===== src/rtl/common_pkg.sv =====
// Shared constants for the datapath blocks.
package common_pkg;
    localparam int DEFAULT_D_W = 8;
endpackage


===== src/rtl/mux6_rr_arbiter.sv =====
// Six-way round-robin arbiter with a registered, back-pressured output stage.
// The common N:1 mux below carries the payload; arbitration never looks at data.

module common_mux #(
    parameter int N = 6,
    parameter int W = 8,
    parameter int L = $clog2(N)
) (
    input  logic [N-1:0][W-1:0] i_data,
    input  logic [L-1:0]        i_sel,
    output logic [W-1:0]        o_data
);
    always_comb begin
        o_data = '0;
        for (int i = 0; i < N; i++) begin
            if (i_sel == L'(i)) o_data = i_data[i];
        end
    end
endmodule

module mux6_rr_arbiter #(
    parameter int N = 6,
    parameter int W = common_pkg::DEFAULT_D_W,
    parameter int L = $clog2(N)
) (
    input  logic                clk,
    input  logic                rst_n,
    input  logic [N-1:0]        i_valid,
    input  logic [N-1:0][W-1:0] i_data,
    output logic [N-1:0]        o_ready_up,
    output logic                o_valid,
    output logic [W-1:0]        o_data,
    output logic [L-1:0]        o_src,
    input  logic                i_ready
);
    logic         o_valid_q, o_valid_d;
    logic [W-1:0] o_data_q, o_data_d;
    logic [L-1:0] o_src_q, o_src_d;
    logic [L-1:0] last_q, last_d;

    logic [L-1:0] win;
    logic [L-1:0] idx;
    logic         any_valid;
    logic         can_load;
    logic         xfer;
    logic [W-1:0] mux_data;
    int           pos;

    // Walk from the farthest candidate to the nearest so the nearest valid
    // requester after last is the one left standing.
    always_comb begin
        win       = '0;
        idx       = '0;
        pos       = 0;
        any_valid = 1'b0;
        for (int k = N; k >= 1; k--) begin
            pos = int'(last_q) + k;
            if (pos >= N) pos = pos - N;
            idx = L'(pos);
            if (i_valid[idx]) begin
                win       = idx;
                any_valid = 1'b1;
            end
        end
    end

    assign can_load = !o_valid_q || i_ready;
    // Gating with rst_n keeps the upstream accept low throughout reset.
    assign xfer     = rst_n && can_load && any_valid;

    always_comb begin
        o_ready_up = '0;
        for (int i = 0; i < N; i++) begin
            o_ready_up[i] = xfer && (win == L'(i));
        end
    end

    common_mux #(.N(N), .W(W), .L(L)) u_mux (
        .i_data (i_data),
        .i_sel  (win),
        .o_data (mux_data)
    );

    always_comb begin
        o_valid_d = o_valid_q;
        o_data_d  = o_data_q;
        o_src_d   = o_src_q;
        last_d    = last_q;
        if (xfer) begin
            o_valid_d = 1'b1;
            o_data_d  = mux_data;
            o_src_d   = win;
            last_d    = win;
        end else if (o_valid_q && i_ready) begin
            o_valid_d = 1'b0;
        end
    end

    always_ff @(posedge clk or negedge rst_n) begin
        if (!rst_n) begin
            o_valid_q <= 1'b0;
            o_data_q  <= '0;
            o_src_q   <= '0;
            last_q    <= L'(N - 1);
        end else begin
            o_valid_q <= o_valid_d;
            o_data_q  <= o_data_d;
            o_src_q   <= o_src_d;
            last_q    <= last_d;
        end
    end

    assign o_valid = o_valid_q;
    assign o_data  = o_data_q;
    assign o_src   = o_src_q;
endmodule


===== config.mk =====
export PLATFORM = sky130hd
export DESIGN_NAME = mux6_rr_arbiter
export DESIGN_NICKNAME = d
export VERILOG_FILES = /design/src/rtl/common_pkg.sv /design/src/rtl/mux6_rr_arbiter.sv
export SDC_FILE = /design/constraint.sdc
export NUM_CORES = 1
export LEC_CHECK = 0
export ABC_AREA = 1
export ABC_CLOCK_PERIOD_IN_PS = 8050
export CAP_MARGIN = 40
export CORE_MARGIN = 3
export CORE_UTILIZATION = 50
export CTS_BUF_LIST = sky130_fd_sc_hd__clkbuf_4
export CTS_CLUSTER_DIAMETER = 120
export DETAILED_ROUTE_END_ITERATION = 8
export PLACE_DENSITY = 0.9
export RECOVER_POWER = 50
export SETUP_SLACK_MARGIN = 0.15
export SYNTH_ARGS = -nofsm -noshare
export SYNTH_HDL_FRONTEND = slang
export SYNTH_SLANG_ARGS = --single-unit

===== constraint.sdc =====
create_clock -name clk -period 8.05 [get_ports clk]
set_input_delay 1.61 -clock clk [delete_from_list [all_inputs] [get_ports clk]]
set_output_delay 1.61 -clock clk [all_outputs]
set_load 0.005 [all_outputs]

==> run metrics, run 1 <==
Starting Density 52.7%; Core Region 3720 um2; first-pass GRT wire length 9290 um; CP required 6.44 ns; htree depth 1; global placement routability congestion 0.915; clk_skew 0.00252 ns; Post-DP HPWL 4960 um; Buffers on Ports 74; hold_buf cts 0; DIE WIDTH 68.6 um; largest area contributor in the netlist nand2_1; Setup Buffers After CTS 0; CTS sink count 14; Finished Cell Area 2740 um2; crit-path max cell delay 0.52 ns; Synth Flop Type dfrtp_1; CP Data Arrival Time 4.34 ns; nets 452; Filler cells 314; Netlist Area Pre-Place 1960 um2; MaxCap Viol Count 0; TNS Setup 0 ns; vias in the first global route 2040; CTS Buffer Depth 2; Detailed Routing Iterations Pass 1 4; min cycle time layout 5.95 ns; Seq/Total Area, Yosys 18.0%; status complete, no violations; slew margin rel. 49.2%; RSZ-0062 raised after global routing no; yosys warns 0; WS Path Type in2out; asr flop ratio synth 100%; crit path capture type output port; Final Cycle Share 74.0%; cell area after placement 2720 um2; Reg2Reg Setup Slack 4.27 ns; area grow syn2layout 40.1%; routed len/inst 13.9 um; worst path cell trace clkdlybuf4s50_1, inv_1, o21ai_0, nand4_1, nand2_1, nand2_1, nand2_1, nand2_1, nand2_1, nand2_1, nand2_2, nand2_2, nor2_8, inv_6, nor2_1, clkdlybuf4s50_1; Yosys cell types 34; mean area per synthesized cell 6.26 um2; crit-path max FO 19; GRT Overall Usage 25.9%; Hold Vio Cnt, Final 0; share of layout cells above drive strength 1 14.8%; initial DRC count 181; I/O pin count 75; largest cells by area after synthesis nand2_1 19%, dfrtp_1 15%, nand3_1 11%; Hold Path Class reg2reg; clock buffer count from CTS 3; Final Slew Violations 0; startpoint types input pin; r2r worst-path depth 17; register bit total from synthesis 14; slowest stage cell, crit path clkdlybuf4s50_1; GRT overflow 0; number of inserted diodes 0; largest net degree at the start of global routing 21; post-route ant nets 0; worst-margin pin slew 0.761 ns; setup violators final 0; Post-route DRC 0; post-cts resize count 0; total number of vias 2282; initial antenna violation count 0; Clk Latency, worst-skew pair 0.28 ns; EDFF count, synth 0; Die Y 68.6 um; Vias per Instance 5.27; syn_nets 379; Die Area 4700 um2; post-synth top area share 18.8%; TritonCTS clock tree yes; Fmax 168 MHz; Worst-path clk slew 0.08 ns; FP Rows 22; Hold Path Depth 2; Synth Instances 313; Crit path top cell by count nand2_1; Post-Route WL 6020 um; root buffer cell clkbuf_4
[registers in the layout (all words and copies together) (netlist names)]
name and cells:
last_q 2, o_src 3, o_valid 1, o_data 8
[final timing paths]
path,startpoint,end
min in group asynchronous,rst_n,o_data[6]
max reg2reg,last_q[0],o_data[0]
max,i_valid[5],o_ready_up[4]
min reg2reg,o_src[0],o_src[0]
max in group asynchronous,rst_n,o_src[1]
min,o_src[0],o_src[0]
[final cells by class]
class	instances	area [um2]	share of cell area, %
flip-flops and latches	14	353	12.9
multi-input cells	257	1420	51.8
clock buffers	3	22.5	0.821
clock inverters	1	3.75	0.137
repair buffers	74	741	27.0
inverters	36	143	5.20
well taps	48	60.1	2.19
[cell usage in the layout (no fill, tap or decap)]
master,netlist,final
nor2_8,2,2
nand3_1,44,44
dlygate4sd3_1,0,10
and2_1,2,2
nand3b_1,2,2
inv_6,1,1
a21boi_0,1,1
clkdlybuf4s50_1,0,64
nand3_2,5,5
clkinv_1,0,1
inv_4,1,1
nor3_1,1,1
nand4_1,11,11
xnor2_1,1,1
a21oi_1,1,1
o21ai_0,6,6
nand2_1,98,98
inv_2,7,7
a21oi_2,3,3
nor2_2,9,9
o21ai_1,3,3
nand2_4,4,4
nand3_4,2,2
clkbuf_4,0,3
dfrtp_1,12,12
o21ai_2,1,1
or2_1,1,1
dfstp_2,2,2
ha_1,9,9
inv_1,27,27
o211ai_1,1,1
nor2_1,32,32
a21boi_2,9,9
nand2_2,8,8
nor4_1,1,1
[metrics by stage]
step                hold WS [ns]  instances  setup WS [ns]  utilization, %
finish                     0.499        433           2.10            73.8
global route               0.516        433           1.94            73.8
CTS                        0.504        433           2.11            73.8
detailed placement         0.479        429           2.12            73.1
global placement           0.488        429           2.15            73.1
floorplan                  0.473        313           3.46               -
[critical path, delay by kind of cell]
| family | cells | cell delay [ns] |
|---|---|---|
| compound gates | 1 | 0.30 |
| buf+inv | 4 | 1.10 |
| simple gates | 11 | 1.35 |
[synth_stat cells (all sizes together) (2+ instances only)]
| cell type | count |
|---|---|
| dfstp | 2 |
| nand3b | 2 |
| ha | 9 |
| nand4 | 11 |
| and2 | 2 |
| o21ai | 10 |
| nor2 | 43 |
| nand3 | 51 |
| nand2 | 110 |
| buf | 6 |
| a21boi | 10 |
| inv | 36 |
| a21oi | 4 |
| dfrtp | 12 |
[logic make-up (layout without fill, tap and decap cells)]
family	after synthesis	count (layout)	synth area share (%)
AO/OA/AOI/OAI	25	25	10.3
XOR/XNOR	1	1	0.447
adder cells (fa/ha/maj)	9	9	5.75
buffers and inverters	42	114	9.39
flip-flops	14	14	18.0
AND/OR/NAND/NOR	222	222	56.1
[routing by layer]
layer	track usage (%)	up-vias	part of all wire, %
li1	-	1154	-
met5	0	-	0
met3	1.78	10	3.8
met1	36.8	1057	47
met4	7.69	0	1.9
met2	41.8	61	48
Power of run 1 is left out: the tool's default activity adds up to more than one toggle a clock period on the data nets, which glitch-free logic cannot reach.
==> inputs of run 2 (changes only) <==
--- a/config.mk
+++ b/config.mk
@@ -6,14 +6,14 @@
 export NUM_CORES = 1
 export LEC_CHECK = 0
 export ABC_AREA = 1
-export ABC_CLOCK_PERIOD_IN_PS = 8050
+export ABC_CLOCK_PERIOD_IN_PS = 5550
 export CAP_MARGIN = 40
 export CORE_MARGIN = 3
-export CORE_UTILIZATION = 50
+export CORE_UTILIZATION = 46
 export CTS_BUF_LIST = sky130_fd_sc_hd__clkbuf_4
 export CTS_CLUSTER_DIAMETER = 120
 export DETAILED_ROUTE_END_ITERATION = 8
-export PLACE_DENSITY = 0.9
+export PLACE_DENSITY = 0.83
 export RECOVER_POWER = 50
 export SETUP_SLACK_MARGIN = 0.15
 export SYNTH_ARGS = -nofsm -noshare
==> constraint.sdc (replaced) <==
create_clock -name clk -period 5.55 [get_ports clk]
set_input_delay 1.11 -clock clk [delete_from_list [all_inputs] [get_ports clk]]
set_output_delay 1.11 -clock clk [all_outputs]
set_load 0.005 [all_outputs]
==> run metrics, run 2 (synthesis results as in run 1) <==
DIE WIDTH 71.2 um; GRT overflow 0; Filler cells 368; pre-CTS setup slack 0.660 ns; Post-Route WL 5930 um; slowest stage cell, crit path dfstp_2; RSZ-0062 raised after global routing no; Fmax 200 MHz; crit path capture type output port; worst-margin pin slew 0.694 ns; share of layout cells above drive strength 1 15.0%; area grow syn2layout 40.8%; crit-path max cell delay 0.70 ns; largest net degree at the start of global routing 20; worst path cell trace inv_2, ha_1, nand2_1, nand3_1, nand3_1, nand2_1, nand2_1, nand3_2, nand2_2, nor2_1, nand2_1, nand2_1, nand2_1, nand2_2, nand2_2, nor2_8, inv_6, nor2_1, clkdlybuf4s50_1; Worst-path clk slew 0.08 ns; Core Region 4060 um2; startpoint types register; total number of vias 2255; global placement routability congestion 0.962; Hold Path Class reg2reg; CTS sink count 14; initial DRC count 213; Die Area 5080 um2; WS Path Type reg2out; CTS Buffer Depth 2; slew margin rel. 53.8%; commonest non-fill, non-tap cell in the layout nand2_1; Post-route DRC 0; final setup margin 0.550 ns; first-pass GRT wire length 9770 um; most frequent cells in the layout 98 x nand2_1, 64 x clkdlybuf4s50_1, 44 x nand3_1, 32 x nor2_1, 27 x inv_1; GRT Overall Usage 23.9%; Post-DP HPWL 4950 um; Die Y 71.2 um; Final Slew Violations 0; Hold Vio Cnt, Final 0; Starting Density 48.3%; MaxCap Viol Count 0; setup violators final 0; Crit path top cell by count nand2_1; TNS Setup 0 ns; Detailed Routing Iterations Pass 1 4; post-cts resize count 0; status complete, no violations; Setup Buffers After CTS 0; Vias per Instance 5.16; TritonCTS clock tree yes; Buffers on Ports 74; min cycle time layout 5.00 ns; vias in the first global route 2143; hold_buf cts 0; max FFs per register 8; I/O pin count 75; Clk Latency, worst-skew pair 0.29 ns; nets 454; clk_skew 0.00741 ns; post-route ant nets 0; initial antenna violation count 0; crit-path max FO 19; FP Rows 23; root buffer cell clkbuf_4; routed len/inst 13.6 um; CP Data Arrival Time 3.89 ns; Final Cycle Share 90.1%; CP required 4.44 ns; number of inserted diodes 0; htree depth 1; clock buffer count from CTS 3
-- run 2: changes by cell type in the layout (fill, tap and decap cells not counted) --
cell,change
buf_4,+1
clkbuf_1,+1
-- run 2: final timing paths --
kind	from	endpoint	slack, ns	depth (start not counted)
worst max-delay path	last_q[0]	o_ready_up[4]	0.55	19
worst min-delay path	o_src[0]	o_src[0]	0.49	2
worst max register to register	last_q[0]	o_data[0]	2.11	17
worst min register to register	o_src[0]	o_src[0]	0.49	2
max in group asynchronous	rst_n	o_data[5]	3.70	2
min in group asynchronous	rst_n	o_data[2]	1.40	2
-- run 2: metrics by stage --
| stage | cells | cell area [um2] | hold slack (ns) | util [%] |
|---|---|---|---|---|
| after detailed placement | 433 | 2740 | 0.467 | 67.4 |
| after floorplan | 313 | 1960 | 0.473 | - |
| after global placement | 433 | 2740 | 0.467 | 67.4 |
| after CTS | 437 | 2760 | 0.503 | 68.1 |
| final | 437 | 2760 | 0.486 | 68.0 |
| after global routing | 437 | 2760 | 0.536 | 68.0 |
-- run 2: routing by layer --
layer	wire length, um	vias up	GRT usage (%)
li1	-	1161	-
met1	2760	1019	34.4
met2	2810	62	37.1
met3	240	13	2.52
met4	122	0	8.77
met5	0	-	0
-- run 2: critical path: cells and delay by family (launching register included) --
family                   cells  cell delay, ns
buffers and inverters        3            0.77
flip-flops                   1            0.70
AND/OR/NAND/NOR             15            1.66
adder cells (fa/ha/maj)      1            0.46
-- run 2: final cells by class --
| cell class | instances | area [um2] | share of cell area (%) |
|---|---|---|---|
| Sequential cell | 14 | 353 | 12.8 |
| Clock buffer | 3 | 22.5 | 0.817 |
| Multi-Input combinational cell | 257 | 1420 | 51.5 |
| Inverter | 36 | 143 | 5.17 |
| Tap cell | 50 | 62.6 | 2.27 |
| Clock inverter | 1 | 3.75 | 0.136 |
| Timing Repair Buffer | 76 | 752 | 27.3 |
Power of run 2 is left out for the same reason.
==> inputs of run 3 (changes only) <==
--- a/config.mk
+++ b/config.mk
@@ -10,7 +10,7 @@
 export CAP_MARGIN = 40
 export CORE_MARGIN = 3
 export CORE_UTILIZATION = 46
-export CTS_BUF_LIST = sky130_fd_sc_hd__clkbuf_4
+export CTS_BUF_LIST = sky130_fd_sc_hd__clkbuf_2
 export CTS_CLUSTER_DIAMETER = 120
 export DETAILED_ROUTE_END_ITERATION = 8
 export PLACE_DENSITY = 0.83
==> run metrics, run 3 (synthesis results as in run 1) <==
status complete, no violations; largest net degree at the start of global routing 20; Die Area 5080 um2; Reg-to-Reg End o_data[0]; Setup Buffers After CTS 0; TritonCTS clock tree yes; Hold Path Depth 2; Worst-path clk slew 0.12 ns; Final Slew Violations 0; GRT Overall Usage 23.6%; cell area after placement 2740 um2; setup violators final 0; Buffers on Ports 74; worst-margin pin slew 0.688 ns; routed len/inst 13.5 um; max FFs per register 8; Post-Route WL 5920 um; TNS Setup 0 ns; Starting Density 48.3%; Clk Latency, worst-skew pair 0.27 ns; I/O pin count 75; CTS Buffer Depth 2; Hold Path Class reg2reg; Post-DP HPWL 4950 um; Core Region 4060 um2; WL met1 2770 um; DIE WIDTH 71.2 um; Vias per Instance 5.15; clock buffer count from CTS 3; Hold Path Sink o_src[0]; WL met3 211 um; Filler cells 368; r2r worst-path depth 17; most frequent cells in the layout 98 x nand2_1, 64 x clkdlybuf4s50_1, 44 x nand3_1, 32 x nor2_1, 27 x inv_1; HP Start o_src[0]; min cycle time layout 5.00 ns; CP required 4.44 ns; WS Path Type reg2out; post-route ant nets 0; root buffer cell clkbuf_2; footprint of the multi-input gates 1420 um2; RSZ-0062 raised after global routing no; htree depth 1; initial antenna violation count 0; routed length on met2 2830 um; CP Data Arrival Time 3.89 ns; register area 353 um2; GRT overflow 0; Detailed Routing Iterations Pass 1 4; Final Cycle Share 90.1%; post-cts resize count 0; start of the worst register-to-register path last_q[0]; vias in the first global route 2136; share of layout cells above drive strength 1 15.0%; slew margin rel. 54.2%; CTS sink count 14; startpoint types register; Die Y 71.2 um; number of inserted diodes 0; first-pass GRT wire length 9760 um; crit path capture type output port; nets 454; MaxCap Viol Count 0; total number of vias 2251; global placement routability congestion 0.962; area grow syn2layout 40.4%; FP Rows 23; crit-path max FO 19; Finished Cell Area 2750 um2; clk_skew 0.000350 ns; initial DRC count 212; Reg2Reg Setup Slack 2.13 ns; commonest non-fill, non-tap cell in the layout nand2_1; utilization after layout 67.8%; Fmax 200 MHz; top routing layer used met4; Post-route DRC 0; Hold Vio Cnt, Final 0; hold_buf cts 0
run 3: cell counts in the layout (fill, tap and decap cells not counted):
No cell type changed its count.
run 3: metrics by stage:
| stage | std cells | worst slack, ns | hold WS (ns) |
|---|---|---|---|
| after CTS | 437 | 0.568 | 0.512 |
| after floorplan | 313 | 1.95 | 0.473 |
| after global placement | 433 | 0.733 | 0.467 |
| final | 437 | 0.547 | 0.495 |
| after global routing | 437 | 0.222 | 0.547 |
| after detailed placement | 433 | 0.660 | 0.467 |
run 3: worst max path at each step:
stage                     startpoint             to  slack (ns)  cells after the start
final                      last_q[0]  o_ready_up[4]        0.55                     19
after global routing       last_q[0]  o_ready_up[4]        0.22                     19
after CTS                  last_q[0]  o_ready_up[4]        0.57                     19
after detailed placement  i_valid[5]  o_ready_up[4]        0.66                     16
after global placement    i_valid[5]  o_ready_up[2]        0.73                     11
after floorplan            last_q[0]  o_ready_up[4]        1.95                     19
run 3: cell type report:
| cell class | count | share of cell area, % |
|---|---|---|
| multi-input combinational | 257 | 51.7 |
| timing repair buffer | 76 | 27.3 |
| clock inverter | 1 | 0.136 |
| tap | 50 | 2.27 |
| sequential | 14 | 12.8 |
| inverter | 36 | 5.19 |
| clock buffer | 3 | 0.546 |
run 3: critical path: stages, from the launching register on:
cell             delay (ns)
dfstp_2                0.72
inv_2                  0.16
ha_1                   0.46
nand2_1                0.09
nand3_1                0.10
nand2_1                0.06
nand2_1                0.10
nand2_1                0.10
nand3_1                0.12
nand2_2                0.11
nor2_1                 0.09
nand2_1                0.06
nand2_1                0.05
nand2_1                0.06
nand2_2                0.11
nand2_2                0.24
nor2_8                 0.28
inv_6                  0.08
nor2_1                 0.11
clkdlybuf4s50_1        0.53
run 3: layer usage:
metal  vias to the layer above  GRT usage [%]
met1                      1020           34.6
met2                        61           37.2
met4                         0           6.89
met3                        12           1.68
met5                         -              0
li1                       1158              -
Power of run 3 is left out for the same reason.
